$ cat src/rtl/dmem_pkg.sv
// Shared types and helpers for the MEM-stage data memory unit.
// Size encodings, FSM states and the request bundle latched at accept.
package dmem_pkg;

   localparam logic [1:0] SZ_B = 2'b00;
   localparam logic [1:0] SZ_H = 2'b01;
   localparam logic [1:0] SZ_W = 2'b10;

   typedef enum logic [1:0] {
      IDLE = 2'd0,
      WAIT = 2'd1,
      RESP = 2'd2
   } state_e;

   typedef struct packed {
      logic        rd;
      logic        wr;
      logic [1:0]  size;
      logic        uns;
      logic [31:0] addr;
      logic [31:0] wdata;
      logic [31:0] luif;
      logic        m2r;
      logic        lui;
   } req_t;

   function automatic logic is_misaligned(logic [1:0] size,
                                          logic [1:0] addr_lo);
      return ((size == SZ_H) && addr_lo[0]) ||
             ((size == SZ_W) && (addr_lo != 2'b00));
   endfunction

endpackage

$ cat src/rtl/dmem_if.sv
// Request/response bundle between the pipeline and the data memory unit.
// The pipeline side is the master, the memory unit is the slave.
interface dmem_if;

   logic        req_valid;
   logic        req_ready;
   logic        MemRead;
   logic        MemWrite;
   logic [1:0]  size;
   logic        load_unsigned;
   logic [31:0] Address;
   logic [31:0] WriteData;
   logic [31:0] luifield;
   logic        MemToReg;
   logic        lui;
   logic        rsp_valid;
   logic [31:0] DataOut;
   logic        mem_err;

   modport master (
      output req_valid, MemRead, MemWrite, size, load_unsigned,
      output Address, WriteData, luifield, MemToReg, lui,
      input  req_ready, rsp_valid, DataOut, mem_err
   );

   modport slave (
      input  req_valid, MemRead, MemWrite, size, load_unsigned,
      input  Address, WriteData, luifield, MemToReg, lui,
      output req_ready, rsp_valid, DataOut, mem_err
   );

endinterface

$ cat src/rtl/dmem_lane_fmt.sv
// Byte-lane steering for stores and lane extraction/extension for loads.
// Purely combinational; size 11 yields no enables and zero load data.
module dmem_lane_fmt
   import dmem_pkg::*;
(
   input  logic [1:0]  size_i,
   input  logic [1:0]  lane_i,
   input  logic        uns_i,
   input  logic [31:0] wdata_i,
   input  logic [31:0] rword_i,
   output logic [3:0]  be_o,
   output logic [31:0] wword_o,
   output logic [31:0] ldata_o
);

   logic [31:0] sh_w;

   assign sh_w = rword_i >> {lane_i, 3'b000};

   // store enables/replication and load extraction per access size
   always_comb begin
      be_o    = 4'b0000;
      wword_o = '0;
      ldata_o = '0;
      unique case (1'b1)
         (size_i == SZ_B): begin
            be_o    = 4'b0001 << lane_i;
            wword_o = {4{wdata_i[7:0]}};
            ldata_o = {{24{~uns_i & sh_w[7]}}, sh_w[7:0]};
         end
         (size_i == SZ_H): begin
            be_o    = lane_i[1] ? 4'b1100 : 4'b0011;
            wword_o = {2{wdata_i[15:0]}};
            ldata_o = {{16{~uns_i & sh_w[15]}}, sh_w[15:0]};
         end
         (size_i == SZ_W): begin
            be_o    = 4'b1111;
            wword_o = wdata_i;
            ldata_o = rword_i;
         end
         default: begin
            be_o    = 4'b0000;
         end
      endcase
   end

endmodule

$ cat src/rtl/data_mem_unit.sv
// MEM-stage data memory with wait states and writeback selection.
// Responses and stores happen on the edge that enters RESP.
module data_mem_unit
   import dmem_pkg::*;
#(
   parameter int DEPTH       = 32,
   parameter int WAIT_STATES = 0
) (
   input  logic  clk,
   input  logic  rst_n,
   dmem_if.slave bus
);

   localparam int AW = $clog2(DEPTH);

   state_e      st_q, st_d;
   logic [3:0]  cnt_q, cnt_d;
   req_t        req_q, live_w, cur_w;
   logic [31:0] dout_q;
   logic        err_q;
   logic [31:0] mem_q [DEPTH];

   logic          acc_w, memop_w, err_w, go_resp_w;
   logic [AW-1:0] idx_w;
   logic [3:0]    be_w;
   logic [31:0]   rword_w, wword_w, ldata_w, wb_w;

   assign live_w = '{
      rd:    bus.MemRead,
      wr:    bus.MemWrite,
      size:  bus.size,
      uns:   bus.load_unsigned,
      addr:  bus.Address,
      wdata: bus.WriteData,
      luif:  bus.luifield,
      m2r:   bus.MemToReg,
      lui:   bus.lui
   };

   assign bus.req_ready = (st_q == IDLE) || (st_q == RESP);
   assign bus.rsp_valid = (st_q == RESP);
   assign bus.DataOut   = dout_q;
   assign bus.mem_err   = err_q;

   // live fields on accept, latched fields while waiting
   assign acc_w   = bus.req_valid & bus.req_ready;
   assign cur_w   = acc_w ? live_w : req_q;
   assign memop_w = cur_w.rd | cur_w.wr;
   assign err_w   = memop_w &
                    ((cur_w.size == 2'b11) |
                     is_misaligned(cur_w.size, cur_w.addr[1:0]) |
                     (|cur_w.addr[31:AW+2]));
   assign idx_w   = cur_w.addr[AW+1:2];
   assign rword_w = mem_q[idx_w];

   dmem_lane_fmt u_fmt (
      .size_i  (cur_w.size),
      .lane_i  (cur_w.addr[1:0]),
      .uns_i   (cur_w.uns),
      .wdata_i (cur_w.wdata),
      .rword_i (rword_w),
      .be_o    (be_w),
      .wword_o (wword_w),
      .ldata_o (ldata_w)
   );

   assign wb_w = cur_w.m2r ? ldata_w :
                 cur_w.lui ? cur_w.luif : cur_w.addr;

   // next state, wait counter and the RESP-entry strobe
   always_comb begin
      st_d      = st_q;
      cnt_d     = cnt_q;
      go_resp_w = 1'b0;
      if (acc_w) begin
         if (err_w || !memop_w || (WAIT_STATES == 0)) begin
            st_d      = RESP;
            go_resp_w = 1'b1;
         end else begin
            st_d  = WAIT;
            cnt_d = 4'(WAIT_STATES - 1);
         end
      end else begin
         unique case (st_q)
            WAIT: begin
               if (cnt_q == 4'd0) begin
                  st_d      = RESP;
                  go_resp_w = 1'b1;
               end else begin
                  cnt_d = cnt_q - 4'd1;
               end
            end
            RESP:    st_d = IDLE;
            default: st_d = st_q;
         endcase
      end
   end

   // FSM state and wait counter
   always_ff @(posedge clk or negedge rst_n) begin
      if (!rst_n) begin
         st_q  <= IDLE;
         cnt_q <= 4'd0;
      end else begin
         st_q  <= st_d;
         cnt_q <= cnt_d;
      end
   end

   // request latch and response registers
   always_ff @(posedge clk or negedge rst_n) begin
      if (!rst_n) begin
         req_q  <= '0;
         dout_q <= '0;
         err_q  <= 1'b0;
      end else begin
         if (acc_w) req_q <= live_w;
         if (go_resp_w) begin
            dout_q <= err_w ? 32'd0 : wb_w;
            err_q  <= err_w;
         end
      end
   end

   // byte-lane store, committed on entry to RESP
   always_ff @(posedge clk) begin
      if (go_resp_w && cur_w.wr && !err_w) begin
         for (int i = 0; i < 4; i++) begin
            if (be_w[i]) mem_q[idx_w][8*i +: 8] <= wword_w[8*i +: 8];
         end
      end
   end

endmodule

$ cat src/flat_wrapper.sv
// flat-port wrapper written by rule: the top's interface ports become plain ports
module data_mem_unit_flat import dmem_pkg::*;
#(
   parameter int DEPTH       = 32,
   parameter int WAIT_STATES = 0
)
  (clk, rst_n, bus_req_valid, bus_MemRead, bus_MemWrite, bus_size, bus_load_unsigned, bus_Address, bus_WriteData, bus_luifield, bus_MemToReg, bus_lui, bus_req_ready, bus_rsp_valid, bus_DataOut, bus_mem_err);
  dmem_if bus_i ();
  input  logic clk;
  input  logic rst_n;
  input wire logic [$bits(bus_i.req_valid)-1:0] bus_req_valid;
  input wire logic [$bits(bus_i.MemRead)-1:0] bus_MemRead;
  input wire logic [$bits(bus_i.MemWrite)-1:0] bus_MemWrite;
  input wire logic [$bits(bus_i.size)-1:0] bus_size;
  input wire logic [$bits(bus_i.load_unsigned)-1:0] bus_load_unsigned;
  input wire logic [$bits(bus_i.Address)-1:0] bus_Address;
  input wire logic [$bits(bus_i.WriteData)-1:0] bus_WriteData;
  input wire logic [$bits(bus_i.luifield)-1:0] bus_luifield;
  input wire logic [$bits(bus_i.MemToReg)-1:0] bus_MemToReg;
  input wire logic [$bits(bus_i.lui)-1:0] bus_lui;
  output wire logic [$bits(bus_i.req_ready)-1:0] bus_req_ready;
  output wire logic [$bits(bus_i.rsp_valid)-1:0] bus_rsp_valid;
  output wire logic [$bits(bus_i.DataOut)-1:0] bus_DataOut;
  output wire logic [$bits(bus_i.mem_err)-1:0] bus_mem_err;
  assign bus_i.req_valid = bus_req_valid;
  assign bus_i.MemRead = bus_MemRead;
  assign bus_i.MemWrite = bus_MemWrite;
  assign bus_i.size = bus_size;
  assign bus_i.load_unsigned = bus_load_unsigned;
  assign bus_i.Address = bus_Address;
  assign bus_i.WriteData = bus_WriteData;
  assign bus_i.luifield = bus_luifield;
  assign bus_i.MemToReg = bus_MemToReg;
  assign bus_i.lui = bus_lui;
  assign bus_req_ready = bus_i.req_ready;
  assign bus_rsp_valid = bus_i.rsp_valid;
  assign bus_DataOut = bus_i.DataOut;
  assign bus_mem_err = bus_i.mem_err;
  data_mem_unit #(.DEPTH(DEPTH), .WAIT_STATES(WAIT_STATES)) u_core (.clk(clk), .rst_n(rst_n), .bus(bus_i));
endmodule
$ cat config.mk
export PLATFORM = sky130hd
export DESIGN_NAME = data_mem_unit_flat
export DESIGN_NICKNAME = d
export VERILOG_FILES = /design/src/rtl/dmem_pkg.sv /design/src/rtl/dmem_if.sv /design/src/rtl/dmem_lane_fmt.sv /design/src/rtl/data_mem_unit.sv /design/src/flat_wrapper.sv
export SDC_FILE = /design/constraint.sdc
export NUM_CORES = 1
export LEC_CHECK = 0
export BUFFER_PORTS_ARGS = -buffer_cell sky130_fd_sc_hd__buf_4
export CAP_MARGIN = 10
export CELL_PAD_IN_SITES_DETAIL_PLACEMENT = 1
export CELL_PAD_IN_SITES_GLOBAL_PLACEMENT = 2
export CORE_MARGIN = 1.5
export CORE_UTILIZATION = 40
export CTS_BUF_LIST = sky130_fd_sc_hd__clkbuf_8
export CTS_CLUSTER_DIAMETER = 40
export DETAILED_ROUTE_END_ITERATION = 16
export PLACE_DENSITY = 0.77
export SLEW_MARGIN = 20
export SYNTH_ARGS = -nofsm -noshare
export SYNTH_HDL_FRONTEND = slang
export SYNTH_SLANG_ARGS = --single-unit
$ cat constraint.sdc
create_clock -name clk -period 3.7 [get_ports clk]
set_input_delay 0.555 -clock clk [delete_from_list [all_inputs] [get_ports clk]]
set_output_delay 0.555 -clock clk [all_outputs]
set_load 0.02 [all_outputs]
After elaboration in Yosys (flattened, before gate mapping) --
Memories as Yosys holds them, arrays and structs flattened. Cells that the tools add are included.
Word-level totals: memories 1, input port bits 106, word-level logic and storage cells 74, RAM bits 1024, output and inout port bits 35, register bits 142
Operators by class: equality and inequality tests 6, shift-type cells 2, add/sub/neg operators 1, reduce and logical (&&, ||, !) cells 15, mux-type cells 26, bitwise operators 10
Memories:
- u_core.mem_q | depth 32, bits a word 32, read ports 1, clocked after memory_dff 0, write ports 1, RTL line data_mem_unit.sv:21 | logic [31:0] mem_q [DEPTH];
Operators with widths (count):
- case mux 32 bit (3 select lines) | 2
- two-way mux 103 bit | 1
- two-way mux 32 bit | 3
- right shift 32 x 5 -> 16 bit | 1
- OR reduction 25 bit | 1
- two-way mux 1 bit | 15
- case mux 4 bit (3 select lines) | 1
- equality test 2 bit (second input constant) | 3
- AND 1 bit | 4
- equality test 2 x 1 -> 1 bit (second input constant) | 2
- logical AND 1 bit | 4
- logical NOT 2 bit | 2
- logical NOT 4 bit | 1
- two-way mux 2 bit | 2
- two-way mux 4 bit | 1
- case mux 2 bit (2 select lines) | 1
- left shift 1 x 2 -> 4 bit (first input constant) | 1
- subtractor 4 x 1 -> 4 bit (second input constant) | 1
- != test 3 x 1 -> 1 bit (second input constant) | 1
- NOT 1 bit | 3
- bitwise OR 1 bit | 3
- AND reduction 3 bit | 1
- nonzero test 3 bit | 1
- logical OR 1 bit | 2
- other kinds (3) | 3

Depth between registers and ports, before layout --
Gate-level depths: netlist of the first run.
depth after elaboration 14, gate-level depth with buffers 16

By module --
From an unflattened synthesis of the first run, not the netlist that was laid out.
Unflattened totals: cells, all modules 2530, area total of the unflattened synthesis 45996.6 sq um
Modules (own cells, without submodules):
- data_mem_unit | times used 1, cells an instance 2335, area each 44844.3 sq um, seq. area each 34127.7 sq um
- dmem_lane_fmt | times used 1, cells an instance 195, area each 1152.4 sq um, seq. area each 0.0 sq um

Worst setup path after synthesis of the first run --
OpenSTA, ideal clock, no wires.
path type input-to-reg, from in bus_req_valid, to mem u_core.mem_q[0][10], data pin, data arrival time 3726 ps, path slack -480 ps, data required time 3246 ps, cell stages on the path 11, setup time 454 ps, cell sequence buf_6 > buf_2 > buf_6 > buf_2 > clkbuf_1 > buf_2 > buf_2 > mux2i_1 > nor2_1 > a21oi_1 > o21ai_0
On the way: cells in the longest elaborated chain, start to end 4, elaborated cells between the ends (all ways) 6
RTL lines:
- start, declared | RTL line flat_wrapper.sv:11 | input wire logic [$bits(bus_i.req_valid)-1:0] bus_req_valid;
- AND 1 bit * | RTL line data_mem_unit.sv:46 | assign acc_w = bus.req_valid & bus.req_ready;
- two-way mux 103 bit *
- equality test 2 bit (tied with other cells) | RTL line dmem_lane_fmt.sv:36 | (size_i == SZ_W): begin
- case mux 32 bit (3 select lines) * | RTL line dmem_lane_fmt.sv:25 | unique case (1'b1)
- net u_core.u_fmt.wword_o[10] | RTL line dmem_lane_fmt.sv:12 | output logic [31:0] wword_o,
- end, declared | RTL line data_mem_unit.sv:21
The timed path passes the listed nets; every way through them passes the cells marked *.

Final worst setup path of the first run --
from reg u_core.req_q[72] (netlist name), to reg u_core.dout_q[8], in the netlist u_core.bus.DataOut[8]
On the way: cells in the longest elaborated chain, start to end 7
RTL lines:
- start, declared | RTL line data_mem_unit.sv:18 | req_t req_q, live_w, cur_w;
- start signal, assigned | RTL line data_mem_unit.sv:117 | if (acc_w) req_q <= live_w;
- two-way mux 103 bit *
- memory read (32 x 32 bit) *
- right shift 32 x 5 -> 16 bit | RTL line dmem_lane_fmt.sv:18 | assign sh_w = rword_i >> {lane_i, 3'b000};
- AND 1 bit | RTL line dmem_lane_fmt.sv:29 | ldata_o = {{24{~uns_i & sh_w[7]}}, sh_w[7:0]};
- case mux 32 bit (3 select lines) * | RTL line dmem_lane_fmt.sv:25
- two-way mux 32 bit * | RTL line data_mem_unit.sv:67 | assign wb_w = cur_w.m2r ? ldata_w :
- two-way mux 32 bit * | RTL line data_mem_unit.sv:119 | dout_q <= err_w ? 32'd0 : wb_w;
- end signal, assigned | RTL line data_mem_unit.sv:119
- end, declared | RTL line data_mem_unit.sv:19 | logic [31:0] dout_q;
Every way passes the cells marked *; elsewhere a longest branch is shown, timed or not. A chain may end at the register's enable or synchronous reset.

==> impl_metrics.toml, run 1 <==
[power_and_ir_drop]
power.switching_mw = 8.04
p_int_mw = 21.7
leakage_nw = 21.8
p_comb_share_pct = 14.2
p_clk_share_pct = 36.0
switching_share_pct = 27.0
powerDensity_nw_per_um2 = 511
seqPwrFrac_pct = 49.9
peakVddDrop_mv = 0.296

[timing]
fmax_mhz = 275
tns_ns = 0
fin_ws_ns = 0.0623
skew_ns = 0.0559
finalSetupViolCount = 0
rsz0062_at_grt = "no"
period_share_pct = 98.3
hold_viol = 0
drv_slew = 0
maxSlewHeadroom_pct = 22.0
fin_crit_ns = 3.64
max_slew.worst_pin.slew_ns = 1.17
whs_ns = 0.0804

[setup_path]
path_cells = "or4b_1, buf_4, a21oi_4, buf_12, buf_12, buf_4, a32oi_1, nand4_1, nor4_1, buf_4, and2_1, o31a_1, a221o_1"
path_class = "reg -> reg"
endpoint_kind = "flip-flop"
required_ns = 4.48
reg2regPathDepth = 13
crit_path_top_delay_cell = "or4b_1"
path_max_fanout = 8
cpPeakStageDelay_ns = 0.68
worstPathArrival_ns = 4.41
startpoint_type = "flip-flop"
crit_path_frequent_cell = "buf_4"

[place]
dp_hpwl_um = 107000
gp_congestion = 0.887
portBuffers = 139
dpl_worst_slack_ns = -0.405
placed_area_sq_um = 53800

[yosys]
synth_nets = 3596
yosys.area_share.simple_pct = 13.0
async_reset_ff_share_pct = 11.6
ys_seq_area_share_pct = 72.0
synth-edff-count = 1024
synthFlopType = "edfxtp_1"
yosysTopAreaCellShare_pct = 64.9
synthTopCellsByArea = "edfxtp_1, dfrtp_1, nand2_1"
ys_warn_count = 0
yosysTopAreaCell = "edfxtp_1"
synthXorXnorAreaFrac_pct = 0
netlist-cell-type-count = 66
netlist_instances = 3490
synth_top_family_by_area = "simple AND/OR/NAND/NOR gates"
synth_compound_area_share_pct = 6.18
synth.avg_cell_area_sq_um = 13.6
synthAdderAreaFrac_pct = 0
synth_seq_cells = 1159
yosys-mux-area-fraction_pct = 5.78
syn-cell-area_sq_um = 47400

[global_routing]
grt_pass1_vias = 34542
antenna_found_initial = 3
track_usage_pct = 26.2
grt_max_degree = 86
grt_overflow = 0
grt_pass1_wl_um = 233000

[worst_hold_path]
min_path_cells = 4
hold_class = "in -> reg"

[cells_and_area]
drive_above_1_share_pct = 24.2
final_cell_area_sq_um = 58200
fillers = 11908
multiInputGateArea_sq_um = 12100
syn_to_final_growth_pct = 22.8
seqCellArea_sq_um = 34100
fin_nets = 4286

[floorplanning]
dieHeight_um = 347
fp-row-count = 126
die_w_um = 347
dieArea_sq_um = 121000
ios = 141
core_sq_um = 118000
start_util_pct = 40.3

[route]
top_layer_used = "met4"
met3_length_um = 11300
wirelength_um = 159000
drc_errors = 0
vias = 33217
drt-met1-wl_um = 68300
routedWlPerCell_um = 27.1
dr_wl_met2_um = 75100
via_per_inst = 5.67
first_pass_iters = 5
drtAntennaViolNets = 0
drt_iter0_drc = 3466

[clock_tree]
cts_setup_buffers = 0
h-tree-depth = 4
cts_tree = "built"
clkTransAtPathRegs_ns = 0.06
clock_latency_ns = 0.91
cts_sinks = 1159
numCtsBuffers = 190
clock_path_buffers = 3
cts.root.buffer_cell = "clkbuf_8"

[run]
max_cap_violations = 0

[run_status]
status = "finished clean"
[cells in the mapped netlist (all sizes together) (16+ instances only)]
| library cell | instances |
|---|---|
| dfrtp | 135 |
| a32oi | 114 |
| clkbuf | 76 |
| and3 | 27 |
| inv | 22 |
| nand4 | 43 |
| buf | 165 |
| o22ai | 21 |
| nor3 | 145 |
| a31oi | 29 |
| nand2 | 817 |
| nor2 | 43 |
| o21ai | 33 |
| a21oi | 134 |
| mux2i | 173 |
| nor4 | 36 |
| edfxtp | 1024 |
| mux2 | 81 |
| nand4b | 17 |
| nand3 | 207 |
| o31ai | 17 |
| and2 | 16 |
[layer usage]
layer,track usage [%],vias up
met1,35.9,17196
met5,0,-
met3,4.82,218
met4,8.65,0
met2,42.1,1296
li1,-,14507
[power by group through the flow]
stage | combinational [mW] | sequential, mW | clock, mW
6_report | 4.22 | 14.8 | 10.7
5_1_grt | 4.44 | 14.8 | 11.4
3_3_place_gp | 4.00 | 15.1 | 0
4_1_cts | 4.18 | 14.8 | 10.9
2_1_floorplan | 1.91 | 15.1 | 0
3_5_place_dp | 4.09 | 15.1 | 0
[registers in the layout (all words and copies together) (netlist names)]
signal              count
u_core.bus.DataOut     32
u_core.req_q          101
u_core.bus.mem_err      1
u_core.st_q             1
u_core.mem_q         1024
[worst paths after layout]
kind / from / to / slack, ns
max: u_core.req_q[72] / u_core.bus.DataOut[8] / 0.06
min: bus_Address[21] / u_core.req_q[87] / 0.08
max reg2reg: u_core.req_q[72] / u_core.bus.DataOut[8] / 0.06
min reg2reg: u_core.req_q[15] / u_core.req_q[15] / 0.50
max in group asynchronous: rst_n / u_core.bus.DataOut[19] / 2.59
min in group asynchronous: rst_n / u_core.req_q[88] / 0.31
[per-stage QoR]
step | power [mW] | cells | utilization [%]
2_1_floorplan | 17.0 | 3490 | -
3_3_place_gp | 19.1 | 5440 | 45.7
3_5_place_dp | 19.2 | 5440 | 45.7
4_1_cts | 29.9 | 5858 | 49.4
5_1_grt | 30.7 | 5861 | 49.4
6_report | 29.8 | 5861 | 49.4
[layout make-up]
| class | instances | area share, % |
|---|---|---|
| antenna | 3 | 0.0129 |
| inverter | 25 | 0.211 |
| timing repair buffer | 739 | 10.9 |
| clock buffer | 199 | 4.71 |
| sequential | 1159 | 58.6 |
| tap | 1536 | 3.30 |
| multi-input combinational | 2065 | 20.8 |
| clock inverter | 135 | 1.40 |
[cells by family after synthesis]
family,Yosys count
AOI/OAI and AO/OA,421
buffers and inverters,266
DFF,1159
muxes,257
other,1
and+or+nand+nor,1386
[layout by cell type (no fill, tap or decap), types with 39 or more instances in the layout]
cell type / instances
a21oi_1: 120
a32oi_1: 113
buf_12: 47
buf_4: 606
clkbuf_8: 199
clkinv_1: 39
dfrtp_1: 135
dlygate4sd3_1: 84
edfxtp_1: 1024
inv_1: 76
mux2_2: 81
mux2i_1: 169
nand2_1: 813
nand3_1: 207
nand4_1: 43
nor3_1: 142
[what timing repair did]
action | 4_1_cts | 5_1_grt
endpoints found under the setup margin | 7 | 18
hold endpoints to repair | 167 | 0
hold buffers | 84 | 0
gates cloned | 0 | 0
gates resized for setup | 1 | 4
[critical path: cells and delay by family (launching register included)]
family | cells | cell delay (ns)
flops | 1 | 0.52
compound gates | 4 | 0.99
simple gates | 4 | 1.20
buf+inv | 5 | 0.80
(Power assumes the default switching activity.)
==> run 2: changes to the inputs <==
- REMOVE_ABC_BUFFERS: not set -> 1
==> impl_metrics.toml, run 2 (synthesized netlist as in run 1, its figures left out) <==
[floorplanning]
dieArea_sq_um = 121000
core_sq_um = 118000
ios = 141
dieHeight_um = 347
start_util_pct = 40.3
die_w_um = 347
fp-row-count = 126

[worst_hold_path]
hold_class = "in -> reg"

[timing]
fin_crit_ns = 3.61
period_share_pct = 97.4
rsz0062_at_grt = "no"
finalSetupViolCount = 0
max_slew.worst_pin.slew_ns = 1.17
drv_slew = 0
fin_ws_ns = 0.0946
tns_ns = 0
maxSlewHeadroom_pct = 21.8
hold_viol = 0
skew_ns = 0.0487
fmax_mhz = 277

[power_and_ir_drop]
powerDensity_nw_per_um2 = 518
totalPowerFinal_mw = 30.2
peakVddDrop_mv = 0.365
leakage_nw = 21.9

[cells_and_area]
drive_above_1_share_pct = 24.0
syn_to_final_growth_pct = 23.1
layout_common_cells = "edfxtp_1, nand2_1, buf_4, clkbuf_8, nand3_1"
fin_nets = 4271
largest_reg_flops = 1024
layout_commonest_cell = "edfxtp_1"
fillers = 11858
regMostFlops = "u_core.mem_q"

[clock_tree]
cts_sinks = 1159
cts_setup_buffers = 0
numCtsBuffers = 197
cts.root.buffer_cell = "clkbuf_8"
h-tree-depth = 4
clkTransAtPathRegs_ns = 0.05
clock_latency_ns = 0.92
clock_path_buffers = 3
cts_tree = "built"

[route]
drt_iter0_drc = 3450
routedWlPerCell_um = 27.7
vias = 33740
drtAntennaViolNets = 0
wirelength_um = 163000
first_pass_iters = 5
via_per_inst = 5.75
drc_errors = 0

[global_routing]
globalRouteMet2Util_pct = 42.0
grt_pass1_wl_um = 237000
track_usage_pct = 26.9
grt_overflow = 0
grt_max_degree = 83
top_usage_layer = "met2"
gr-usage-met1_pct = 38.1
grt_pass1_vias = 34535
grt_use_met3_pct = 4.32
antenna_found_initial = 4

[setup_path]
endpoint_kind = "flip-flop"
path_max_fanout = 32
path_class = "in -> reg"
r2r_setup_slack_ns = 0.21
required_ns = 4.29
worstPathArrival_ns = 4.20
startpoint_type = "primary input"

[place]
gp_congestion = 0.890
portBuffers = 139
dpl_worst_slack_ns = -0.182
dp_hpwl_um = 109000

[run_status]
status = "finished clean"

[run]
max_cap_violations = 0
run 2: cell count changes in the layout (fill, tap and decap cells not counted), sizes merged:
cell	before	now
clkbuf	199	221
bufinv	8	6
clkinv	59	56
inv	86	101
diode	3	1
buf	655	631
dlygate4sd3	84	86
clkinvlp	7	6
run 2: worst max-delay path: stages:
cell	delay, ns
dlygate4sd3_1	0.56
buf_6	0.21
buf_4	0.18
mux2_2	0.35
nor4_1	0.32
buf_4	0.17
nand4_1	0.10
nor4_1	0.20
a21oi_1	0.14
nor2_2	0.11
and2_1	0.13
buf_4	0.16
o21ai_2	0.09
buf_12	0.18
nor3_1	0.44
buf_4	0.26
run 2: cell type report:
| cell class | count | area [sq um] | share of cell area [%] |
|---|---|---|---|
| inverters | 25 | 123 | 0.210 |
| clock buffers | 221 | 3040 | 5.21 |
| multi-input cells | 2065 | 12100 | 20.7 |
| well taps | 1536 | 1920 | 3.29 |
| diodes | 1 | 2.50 | 0.00429 |
| repair buffers | 717 | 6260 | 10.7 |
| clock inverters | 144 | 782 | 1.34 |
| flip-flops and latches | 1159 | 34100 | 58.5 |
run 2: routing by layer:
layer / vias to the layer above / wire [um]
li1: 14526 / -
met3: 264 / 12000
met5: - / 0
met4: 0 / 5100
met1: 17476 / 70400
met2: 1474 / 75200
run 2: report_power, final:
| group | total [mW] | internal (mW) | switching [mW] |
|---|---|---|---|
| Sequential | 14.8 | 14.8 | 0.0822 |
| Clock | 11.2 | 5.88 | 5.32 |
| Combinational | 4.19 | 1.37 | 2.82 |
run 2: final timing paths:
path | startpoint | end | cells past startpoint
worst max-delay path | bus_req_valid | u_core.mem_q[28][6] | 16
max in group asynchronous | rst_n | u_core.req_q[95] | 3
min in group asynchronous | rst_n | u_core.req_q[94] | 2
worst min register to register | u_core.req_q[92] | u_core.req_q[92] | 1
worst min-delay path | bus_WriteData[16] | u_core.req_q[50] | 2
worst max register to register | u_core.req_q[71] | u_core.bus.DataOut[14] | 11
run 2: timing repair:
action,CTS,global route
endpoints found under the setup margin,0,1
gates resized for setup,0,1
endpoints found under the hold margin,164,0
hold buffers,86,0
run 2: metrics by stage:
step / area, sq um / utilization (%) / hold WS, ns / instances
after floorplan: 46100 / - / 0.259 / 3249
after global placement: 53700 / 45.6 / 0.477 / 5416
after detailed placement: 53700 / 45.6 / 0.484 / 5416
after CTS: 58300 / 49.5 / 0.00605 / 5867
after global routing: 58400 / 49.6 / 0.0289 / 5868
final: 58400 / 49.6 / 0.0594 / 5868
